<file path="src/rtl/regfile_pkg.sv">
`default_nettype none
// ============================================================================
//  Module      : regfile_pkg
//  Description : Shared sizes, types and the one-hot check for the datapath
//                register file and its upstream 5-to-32 decoder.
//  Ports       : none (package)
//  Revision    : 1.0 - initial release
// ============================================================================
package regfile_pkg;

    localparam int REG_WIDTH  = 64;
    localparam int NUM_REGS   = 32;
    localparam int REG_ADDR_W = 5;
    localparam int ZERO_REG   = 31;

    typedef logic [REG_ADDR_W-1:0] reg_addr_t;
    typedef logic [REG_WIDTH-1:0]  reg_word_t;

    // True when exactly one bit of the select vector is set.
    function automatic logic is_onehot(input logic [NUM_REGS-1:0] sel);
        int unsigned count;
        count = 0;
        for (int i = 0; i < NUM_REGS; i++) begin
            count += {31'd0, sel[i]};
        end
        return (count == 1);
    endfunction

endpackage : regfile_pkg
`default_nettype wire

</file>
<file path="src/rtl/regfile_read_port.sv">
`default_nettype none
// ============================================================================
//  Module      : regfile_read_port
//  Description : One registered read port: 32:1 mux over the storage array,
//                hardwired-zero override and write-to-read bypass.
//  Ports       : clock, reset_n      - clock / async active-low reset
//                regs                - storage array contents
//                rd_addr             - register number to read
//                wr_strobe           - qualified write to a real register
//                wr_idx, wr_data     - index and data of that write
//                rd_data             - registered read data
//  Revision    : 1.0 - initial release
// ============================================================================
module regfile_read_port
    import regfile_pkg::*;
#(
    parameter int WIDTH = REG_WIDTH
) (
    input  logic                  clock,
    input  logic                  reset_n,
    input  logic [WIDTH-1:0]      regs [NUM_REGS],
    input  logic [REG_ADDR_W-1:0] rd_addr,
    input  logic                  wr_strobe,
    input  logic [REG_ADDR_W-1:0] wr_idx,
    input  logic [WIDTH-1:0]      wr_data,
    output logic [WIDTH-1:0]      rd_data
);

    localparam logic [REG_ADDR_W-1:0] C_ZERO_ADDR = REG_ADDR_W'(ZERO_REG);

    logic [WIDTH-1:0] w_next;

    // wr_strobe is never raised for the zero register, so the zero override
    // only has to cover plain reads of it.
    always_comb begin
        w_next = regs[rd_addr];
        if (rd_addr == C_ZERO_ADDR) begin
            w_next = '0;
        end else if (wr_strobe && (wr_idx == rd_addr)) begin
            w_next = wr_data;
        end
    end

    always_ff @(posedge clock or negedge reset_n) begin
        if (!reset_n) begin
            rd_data <= '0;
        end else begin
            rd_data <= w_next;
        end
    end

endmodule : regfile_read_port
`default_nettype wire

</file>
<file path="src/rtl/register_file.sv">
`default_nettype none
// ============================================================================
//  Module      : register_file
//  Description : 32 x 64-bit register file, one one-hot-selected write port,
//                two registered read ports with bypass, register 31 fixed 0.
//  Ports       : clock, reset_n        - clock / async active-low reset
//                wr_en, wr_sel, wr_data - write request, one-hot select, data
//                rd_addr_a, rd_addr_b  - read register numbers
//                rd_data_a, rd_data_b  - registered read data
//                wr_err                - sticky malformed-select flag
//  Revision    : 1.0 - initial release
// ============================================================================
module register_file
    import regfile_pkg::*;
#(
    parameter int WIDTH = REG_WIDTH
) (
    input  logic                  clock,
    input  logic                  reset_n,
    input  logic                  wr_en,
    input  logic [NUM_REGS-1:0]   wr_sel,
    input  logic [WIDTH-1:0]      wr_data,
    input  logic [REG_ADDR_W-1:0] rd_addr_a,
    input  logic [REG_ADDR_W-1:0] rd_addr_b,
    output logic [WIDTH-1:0]      rd_data_a,
    output logic [WIDTH-1:0]      rd_data_b,
    output logic                  wr_err
);

    logic [WIDTH-1:0]      r_regs [NUM_REGS];
    logic                  w_sel_onehot;
    logic                  w_wr_legal;
    logic                  w_wr_strobe;
    logic [REG_ADDR_W-1:0] w_wr_idx;

    assign w_sel_onehot = is_onehot(wr_sel);
    assign w_wr_legal   = wr_en && w_sel_onehot;
    // A legal write to the zero register is accepted but changes nothing,
    // so it must not reach the storage or the bypass.
    assign w_wr_strobe  = w_wr_legal && !wr_sel[ZERO_REG];

    // Encode the one-hot select; only meaningful when the select is one-hot.
    always_comb begin
        w_wr_idx = '0;
        for (int i = 0; i < NUM_REGS; i++) begin
            if (wr_sel[i]) begin
                w_wr_idx = w_wr_idx | REG_ADDR_W'(i);
            end
        end
    end

    generate
        for (genvar gi = 0; gi < NUM_REGS; gi++) begin : g_regs
            if (gi == ZERO_REG) begin : g_zero
                assign r_regs[gi] = '0;
            end else begin : g_store
                always_ff @(posedge clock or negedge reset_n) begin
                    if (!reset_n) begin
                        r_regs[gi] <= '0;
                    end else if (w_wr_legal && wr_sel[gi]) begin
                        r_regs[gi] <= wr_data;
                    end
                end
            end
        end
    endgenerate

    always_ff @(posedge clock or negedge reset_n) begin
        if (!reset_n) begin
            wr_err <= 1'b0;
        end else if (wr_en && !w_sel_onehot) begin
            wr_err <= 1'b1;
        end
    end

    regfile_read_port #(.WIDTH(WIDTH)) u_port_a (
        .clock     (clock),
        .reset_n   (reset_n),
        .regs      (r_regs),
        .rd_addr   (rd_addr_a),
        .wr_strobe (w_wr_strobe),
        .wr_idx    (w_wr_idx),
        .wr_data   (wr_data),
        .rd_data   (rd_data_a)
    );

    regfile_read_port #(.WIDTH(WIDTH)) u_port_b (
        .clock     (clock),
        .reset_n   (reset_n),
        .regs      (r_regs),
        .rd_addr   (rd_addr_b),
        .wr_strobe (w_wr_strobe),
        .wr_idx    (w_wr_idx),
        .wr_data   (wr_data),
        .rd_data   (rd_data_b)
    );

endmodule : register_file
`default_nettype wire

</file>
<file path="config.mk">
export PLATFORM = sky130hd
export DESIGN_NAME = register_file
export DESIGN_NICKNAME = d
export VERILOG_FILES = /design/src/rtl/regfile_pkg.sv /design/src/rtl/regfile_read_port.sv /design/src/rtl/register_file.sv
export SDC_FILE = /design/constraint.sdc
export NUM_CORES = 2
export LEC_CHECK = 0
export BUFFER_PORTS_ARGS = -buffer_cell sky130_fd_sc_hd__buf_2
export CAP_MARGIN = 25
export CORE_MARGIN = 1.5
export CORE_UTILIZATION = 55
export CTS_BUF_LIST = sky130_fd_sc_hd__clkbuf_4
export CTS_CLUSTER_SIZE = 40
export DETAILED_ROUTE_END_ITERATION = 12
export PLACE_DENSITY = 0.71
export SYNTH_ARGS = -nofsm -noshare
export SYNTH_HDL_FRONTEND = slang
export SYNTH_SLANG_ARGS = --single-unit
</file>
<file path="constraint.sdc">
create_clock -name clock -period 2.2 [get_ports clock]
set_clock_uncertainty 0.05 [all_clocks]
set_input_delay 0.44 -clock clock [delete_from_list [all_inputs] [get_ports clock]]
set_output_delay 0.44 -clock clock [all_outputs]
set_load 0.005 [all_outputs]
</file>
# ---- Word level (Yosys, flattened, before mapping)
# Index checks and enable logic that the tools add are counted.
dict set report classes {
  addsub 31
  n_lt_le_gt_ge 2
  eq_ne 5
  n_mux 43
  bitwise 2
  n_reduce_logical 38
}
# op n
set op_table {}
lappend op_table {{$bmux W64 S5} 2}
lappend op_table {{$mux W64} 10}
lappend op_table {{$mux W5} 16}
lappend op_table {{$logic_and A1 B1 Y1} 36}
lappend op_table {{$add A31 B1 Y32} 1}
lappend op_table {{$eq A32 B1 Y1 const B} 1}
lappend op_table {{$mux W4} 8}
lappend op_table {{$add A30 B1 Y31} 1}
lappend op_table {{$add A29 B1 Y30} 1}
lappend op_table {{$add A28 B1 Y29} 1}
lappend op_table {{$add A27 B1 Y28} 1}
lappend op_table {{$add A26 B1 Y27} 1}
lappend op_table {{$add A25 B1 Y26} 1}
lappend op_table {{$add A24 B1 Y25} 1}
lappend op_table {{$add A23 B1 Y24} 1}
lappend op_table {{$add A22 B1 Y23} 1}
lappend op_table {{$add A21 B1 Y22} 1}
lappend op_table {{$add A20 B1 Y21} 1}
lappend op_table {{$add A19 B1 Y20} 1}
lappend op_table {{$add A18 B1 Y19} 1}
lappend op_table {{$add A17 B1 Y18} 1}
lappend op_table {{$add A16 B1 Y17} 1}
lappend op_table {{$add A15 B1 Y16} 1}
lappend op_table {{$add A14 B1 Y15} 1}
lappend op_table {{21 further kinds} 30}
dict set report word_totals {
  regBits 2113
  in_bits 109
  word_cells 155
}

# ---- Logic depth before layout (Yosys ltp)
dict set report logic_depth {
  word_depth 38
  depth_mapped 21
  mapped_depth_nobuf 19
}

# ---- By module
# Synthesis repeated with hierarchy kept, for this count alone.
dict set report hier_totals {
  hier_cells 7369
  area_unflattened_um2 112172.6
}
# mod n_inst cells_per_inst area_each_um2 seq_area_each_um2
set modules_own_cells {}
lappend modules_own_cells {register_file 1 4511 75352.3 49672.6}
lappend modules_own_cells {regfile_read_port 2 1429 18410.2 1601.5}

# ---- Least setup slack after synthesis
# Ideal clock, no wire load.
dict set report synth_timing {
  kind {input to register}
  start {input port wr_sel[23]}
  end {register r_regs[1000] (netlist bit)}
  arrival_time_ns 5.716
  required_ns 2.025
  setup_slack_ns -3.691
  path_stages 19
  path_cell_list {fa_1 fa_1 inv_1 fa_1 inv_1 fa_1 fa_1 inv_1 fa_1 inv_1 ha_1 fa_1 and2_1 a21oi_1 nor3b_1 clkbuf_1 nand2_1 clkbuf_1 mux2_2}
}
dict set report synth_via {
  elab_chain_len 12
}
# item line_no
set synth_lines {}
lappend synth_lines {{start, declared} register_file.sv:21} ;# input logic [NUM_REGS-1:0] wr_sel,
lappend synth_lines {{$add A23 B1 Y24} regfile_pkg.sv:24} ;# count += {31'd0, sel[i]};
lappend synth_lines {{$add A24 B1 Y25} regfile_pkg.sv:24}
lappend synth_lines {{$add A25 B1 Y26} regfile_pkg.sv:24}
lappend synth_lines {{$add A26 B1 Y27} regfile_pkg.sv:24}
lappend synth_lines {{$add A27 B1 Y28} regfile_pkg.sv:24}
lappend synth_lines {{$add A28 B1 Y29} regfile_pkg.sv:24}
lappend synth_lines {{$add A29 B1 Y30} regfile_pkg.sv:24}
lappend synth_lines {{$add A30 B1 Y31} regfile_pkg.sv:24}
lappend synth_lines {{$add A31 B1 Y32} regfile_pkg.sv:24}
lappend synth_lines {{$eq A32 B1 Y1} regfile_pkg.sv:26} ;# return (count == 1);
lappend synth_lines {{$logic_and A1 B1 Y1} register_file.sv:37} ;# assign w_wr_legal = wr_en && w_sel_onehot;
lappend synth_lines {{$logic_and A1 B1 Y1} register_file.sv:60} ;# end else if (w_wr_legal && wr_sel[gi]) begin
lappend synth_lines {{end signal, assigned by index} register_file.sv:61} ;# r_regs[gi] <= wr_data;
lappend synth_lines {{end, declared} register_file.sv:30} ;# logic [WIDTH-1:0] r_regs [NUM_REGS];
# Every way passes these cells.
# A chain may end at the register's enable or synchronous reset.

# ---- Worst setup path after layout
dict set report layout_timing {
  start {input port wr_sel[11]}
  end {register r_regs[411] (netlist bit)}
}
dict set report layout_via {
  elab_chain_len 24
}
# item line_no
set layout_lines {}
lappend layout_lines {{$add A11 B1 Y12} regfile_pkg.sv:24}
lappend layout_lines {{$add A12 B1 Y13} regfile_pkg.sv:24}
lappend layout_lines {{$add A13 B1 Y14} regfile_pkg.sv:24}
lappend layout_lines {{$add A14 B1 Y15} regfile_pkg.sv:24}
lappend layout_lines {{$add A15 B1 Y16} regfile_pkg.sv:24}
lappend layout_lines {{$add A16 B1 Y17} regfile_pkg.sv:24}
lappend layout_lines {{$add A17 B1 Y18} regfile_pkg.sv:24}
lappend layout_lines {{$add A18 B1 Y19} regfile_pkg.sv:24}
lappend layout_lines {{[... 8 more ...]} --}
lappend layout_lines {{$add A27 B1 Y28} regfile_pkg.sv:24}
lappend layout_lines {{$add A28 B1 Y29} regfile_pkg.sv:24}
lappend layout_lines {{$add A29 B1 Y30} regfile_pkg.sv:24}
lappend layout_lines {{$add A30 B1 Y31} regfile_pkg.sv:24}
lappend layout_lines {{$add A31 B1 Y32} regfile_pkg.sv:24}
lappend layout_lines {{$eq A32 B1 Y1} regfile_pkg.sv:26}
lappend layout_lines {{$logic_and A1 B1 Y1} register_file.sv:37}
lappend layout_lines {{$logic_and A1 B1 Y1} register_file.sv:60}
# Every way passes these cells.

==> run summary <==
* **Detailed Place HPWL** 229 mm
* **clock tree from TritonCTS** built
* **number of buffers on the longest clock path** 4
* **final std cell area, no fill** 134,000 µm²
* **vias per inst** 6.68
* **die outline width** 453 µm
* **CTS Buf Count** 585
* **syn_nets** 7,345
* **Final Slew Violations** 0
* **H-tree lvl count** 6
* **start point of the worst hold path** wr_data[15]
* **Worst-Margin Slew** 0.746 ns
* **total die area** 205,000 µm²
* **violations in the final reports** negative setup slack
* **count of flip-flops with a built-in enable after synthesis** 0
* **library cell with the highest instance count after synthesis** sky130_fd_sc_hd__dfrtp_1
* **Final Routed Wirelength** 368 mm
* **worst vdd rail ir drop** 0.000656 V
* **cell leakage power** 62.6 nW
* **path type of the worst min-delay path** in -> reg
* **y dimension of the die** 453 µm
* **Switch Pwr** 43.4 mW
* **layout cells sized above 1** 58.7%
* **clock tree root driver cell** sky130_fd_sc_hd__clkbuf_4
* **# DRC** 0
* **post-synthesis xor/xnor area fraction** 0.0236%
* **proportion of synthesized area in mux cells** 45.4%
* **number of design-rule violations left by the first detailed-router iteration** 7,469
* **total number of placement rows** 164
* **count of buffers from port buffering** 237
* **simple-gate area share of the yosys netlist** 1.31%
* **time the worst path needs with I/O delays and setup** 4.95 ns
* **Seq pwr share** 41.2%
* **post-detailed-route count of antenna-violating nets** 0
* **kind of end point of the critical path** flip-flop
* **Final Hold Fails** 0
* **Yosys warning count** 0
* **synthesized-area fraction occupied by adder cells** 0.510%
* **run status** finished, violations left
* **largest area contributor in the synthesized netlist** sky130_fd_sc_hd__dfrtp_1
* **core outline area** 200,000 µm²
* **number of maximum-capacitance violations** 0
* **minimum setup slack in the final design** -2.75 ns
* **most instantiated flip-flop cell in the synthesis netlist** sky130_fd_sc_hd__dfrtp_1
* **initial cell density of the core** 55.5%
* **via count of the first global-routing pass** 79,600
* **insertion delay to the later sink of the worst-skew pair** 1.45 ns
* **worst reg2reg path startpoint** r_regs[293]
* **Synth Cell Area** 111,000 µm²
* **grt total ovfl** 0
* **post-synth top area share** 47.5%
* **Sw Ratio** 31.8%
* **combinational share of power** 33.4%
* **worst setup path startpoint** wr_sel[11]
* **# setup viols final** 2,242
* **maximum fanout along the worst path** 14
* **flops & latches, synth** 2,113
* **routed wire length per instance** 32.3 µm
* **power density over the cells** 1020 nW/µm²
* **proportion of register bits with asynchronous set or reset after synthesis** 100%
* **cell internal power dissipation** 92.9 mW
* **fin nets** 8,498
* **part of the power in the clock network** 25.5%
* **number of antenna violations at the first check in global routing** 17
* **distinct cell type count of the synthesized netlist** 44
* **fraction of the mapped netlist area in compound gates** 2.31%
* **RSZ-0062 raised after global routing** true
* **I/O pins** 238
* **Total Power** 136 mW
* **type of element launching the critical path** input port
* **share of the cycle needed by the critical path after routing** 225%
* **Worst EP arrival** 6.17 ns
* **average cell area after synthesis** 15.4 µm²
* **cell types occupying the most area after synthesis** sky130_fd_sc_hd__dfrtp_1 48%, sky130_fd_sc_hd__mux4_2 21%, sky130_fd_sc_hd__mux2_2 20%
* **Num Clock Sinks** 2,113
* **RePlAce Congestion** 0.908
* **post-synthesis instance total** 7,205
* **required time at the endpoint of the critical path** 3.42 ns
* **final-layout worst hold slack** 0.0535 ns
* **proportion of synthesized chip area in sequential cells** 47.5%
* **achievable clock frequency** 0.202 GHz
* **filler instances** 14,000
* **dominant combinational cell family by area after synthesis** multiplexers
* **r2r setup slk** 0 ns
* **Syn-to-layout area delta** 20.4%
* **startpoint-to-endpoint class of the critical path** in -> reg
* **first-pass GRT wire length** 536 mm
* **largest net degree at the start of global routing** 102
* **global router's overall resource usage** 35.9%
* **first-pass detailed-route iteration total** 8
* **Slew HR** 50.3%
* **most numerous cell types in the synthesized netlist** 2,113 x sky130_fd_sc_hd__dfrtp_1, 1,984 x sky130_fd_sc_hd__mux2_2, 1,029 x sky130_fd_sc_hd__mux4_2, 570 x sky130_fd_sc_hd__clkbuf_1, 505 x sky130_fd_sc_hd__mux2i_1
* **Clk pin slew, worst setup/hold paths** 0.06 ns
* **placed inst area** 124,000 µm²
* **total number of vias** 76,200
[state kept, by name, indices dropped and copies added, names as in the netlist]
name	count
r_regs	1984
u_port_a.rd_data	64
u_port_b.rd_data	64
wr_err	1
[power by group through the flow]
stage,clock [mW],combinational [mW],sequential (mW)
finish,34.7,45.5,56.1
CTS,35.3,44.5,55.7
detailed placement,0,43.6,56.4
floorplan,0,28.8,54.0
global placement,0,42.4,55.5
global route,37.5,47.7,57.1
[logic make-up (layout without fill, tap and decap cells)]
| group | after synthesis | after routing |
|---|---|---|
| muxes | 3518 | 3518 |
| DFF | 2113 | 2113 |
| buffers and inverters | 806 | 2321 |
| AOI/OAI and AO/OA | 387 | 387 |
| and+or+nand+nor | 347 | 348 |
| adders and majority gates | 31 | 31 |
| xor gates and xnor gates | 3 | 3 |
| other | 0 | 29 |
[worst paths after layout]
kind                                         to  depth (start not counted)
max reg2reg                u_port_a.rd_data[37]                          5
max in group asynchronous          r_regs[1752]                          6
min in group asynchronous          r_regs[1592]                          4
min reg2reg                        r_regs[1394]                          1
min                        u_port_b.rd_data[15]                          4
max                                 r_regs[411]                         22
[worst max-delay path, cell delays in order]
cell                      delay (ns)
sky130_fd_sc_hd__buf_6          0.10
sky130_fd_sc_hd__fa_1           0.53
sky130_fd_sc_hd__inv_1          0.06
sky130_fd_sc_hd__fa_1           0.52
sky130_fd_sc_hd__inv_2          0.05
sky130_fd_sc_hd__fa_1           0.53
sky130_fd_sc_hd__fa_1           0.43
sky130_fd_sc_hd__fa_1           0.49
sky130_fd_sc_hd__inv_1          0.05
sky130_fd_sc_hd__fa_1           0.49
sky130_fd_sc_hd__inv_2          0.05
sky130_fd_sc_hd__ha_4           0.16
sky130_fd_sc_hd__fa_1           0.48
sky130_fd_sc_hd__nor2_2         0.12
sky130_fd_sc_hd__nand2_2        0.09
sky130_fd_sc_hd__buf_4          0.15
sky130_fd_sc_hd__nor3b_4        0.32
sky130_fd_sc_hd__buf_12         0.20
sky130_fd_sc_hd__buf_12         0.16
sky130_fd_sc_hd__nand2_8        0.16
sky130_fd_sc_hd__buf_12         0.24
sky130_fd_sc_hd__mux2_2         0.29
[cells in the final DEF (no fill, tap or decap), types with 14 or more instances in the layout]
master / Yosys / routed
sky130_fd_sc_hd__dfrtp_1: 2113 / 2113
sky130_fd_sc_hd__mux2_2: 1984 / 1984
sky130_fd_sc_hd__mux4_2: 1029 / 1029
sky130_fd_sc_hd__clkbuf_4: 0 / 825
sky130_fd_sc_hd__buf_4: 0 / 541
sky130_fd_sc_hd__mux2i_1: 505 / 484
sky130_fd_sc_hd__buf_12: 6 / 328
sky130_fd_sc_hd__nand2_1: 292 / 260
sky130_fd_sc_hd__buf_2: 91 / 226
sky130_fd_sc_hd__dlygate4sd3_1: 0 / 170
sky130_fd_sc_hd__o21ai_0: 128 / 127
sky130_fd_sc_hd__o211ai_1: 123 / 123
sky130_fd_sc_hd__a22oi_1: 121 / 121
sky130_fd_sc_hd__clkinv_1: 0 / 91
sky130_fd_sc_hd__inv_1: 40 / 36
sky130_fd_sc_hd__diode_2: 0 / 29
sky130_fd_sc_hd__fa_1: 24 / 24
sky130_fd_sc_hd__buf_6: 1 / 24
sky130_fd_sc_hd__nand2_8: 0 / 23
sky130_fd_sc_hd__buf_16: 0 / 19
sky130_fd_sc_hd__inv_2: 1 / 15
sky130_fd_sc_hd__clkinv_2: 0 / 14
[stage by stage]
step	util, %	setup slack (ns)	instances	TNS (ns)
2_1_floorplan	-	-3.61	7205	-7508.76
3_3_place_gp	61.8	-4.52	10200	-8681.18
3_5_place_dp	61.8	-4.33	10200	-8376.49
4_1_cts	66.5	-2.57	11400	-5137.29
5_1_grt	66.8	-2.79	11400	-5710.73
6_report	66.8	-2.75	11400	-5573.88
[area by class of cell]
type | count | area [µm²] | area share (%)
inverters | 41 | 164 | 0.122
well taps | 2656 | 3320 | 2.48
diodes | 29 | 72.6 | 0.0542
flip-flops and latches | 2113 | 52900 | 39.5
multi-input cells | 4287 | 56000 | 41.8
clock buffers | 825 | 6190 | 4.62
repair buffers | 1330 | 14700 | 11.0
clock inverters | 125 | 652 | 0.487
[metal layers]
| layer | wire length [µm] | track usage (%) |
|---|---|---|
| met5 | 55 | 0 |
| met4 | 21700 | 19.1 |
| met3 | 28700 | 7.23 |
| met2 | 177000 | 56.8 |
| met1 | 140000 | 47.0 |
[what timing repair did]
action                                  in CTS  in global routing
gates resized for setup                     66                 76
pin swaps                                    0                  8
hold buffers                               170                  1
endpoints found under the setup margin    2242               2242
hold endpoints to repair                  4226                 64
cloned                                      13                 13
setup buffers                               20                  7
Note: power is estimated with default switching activity, not from simulation.
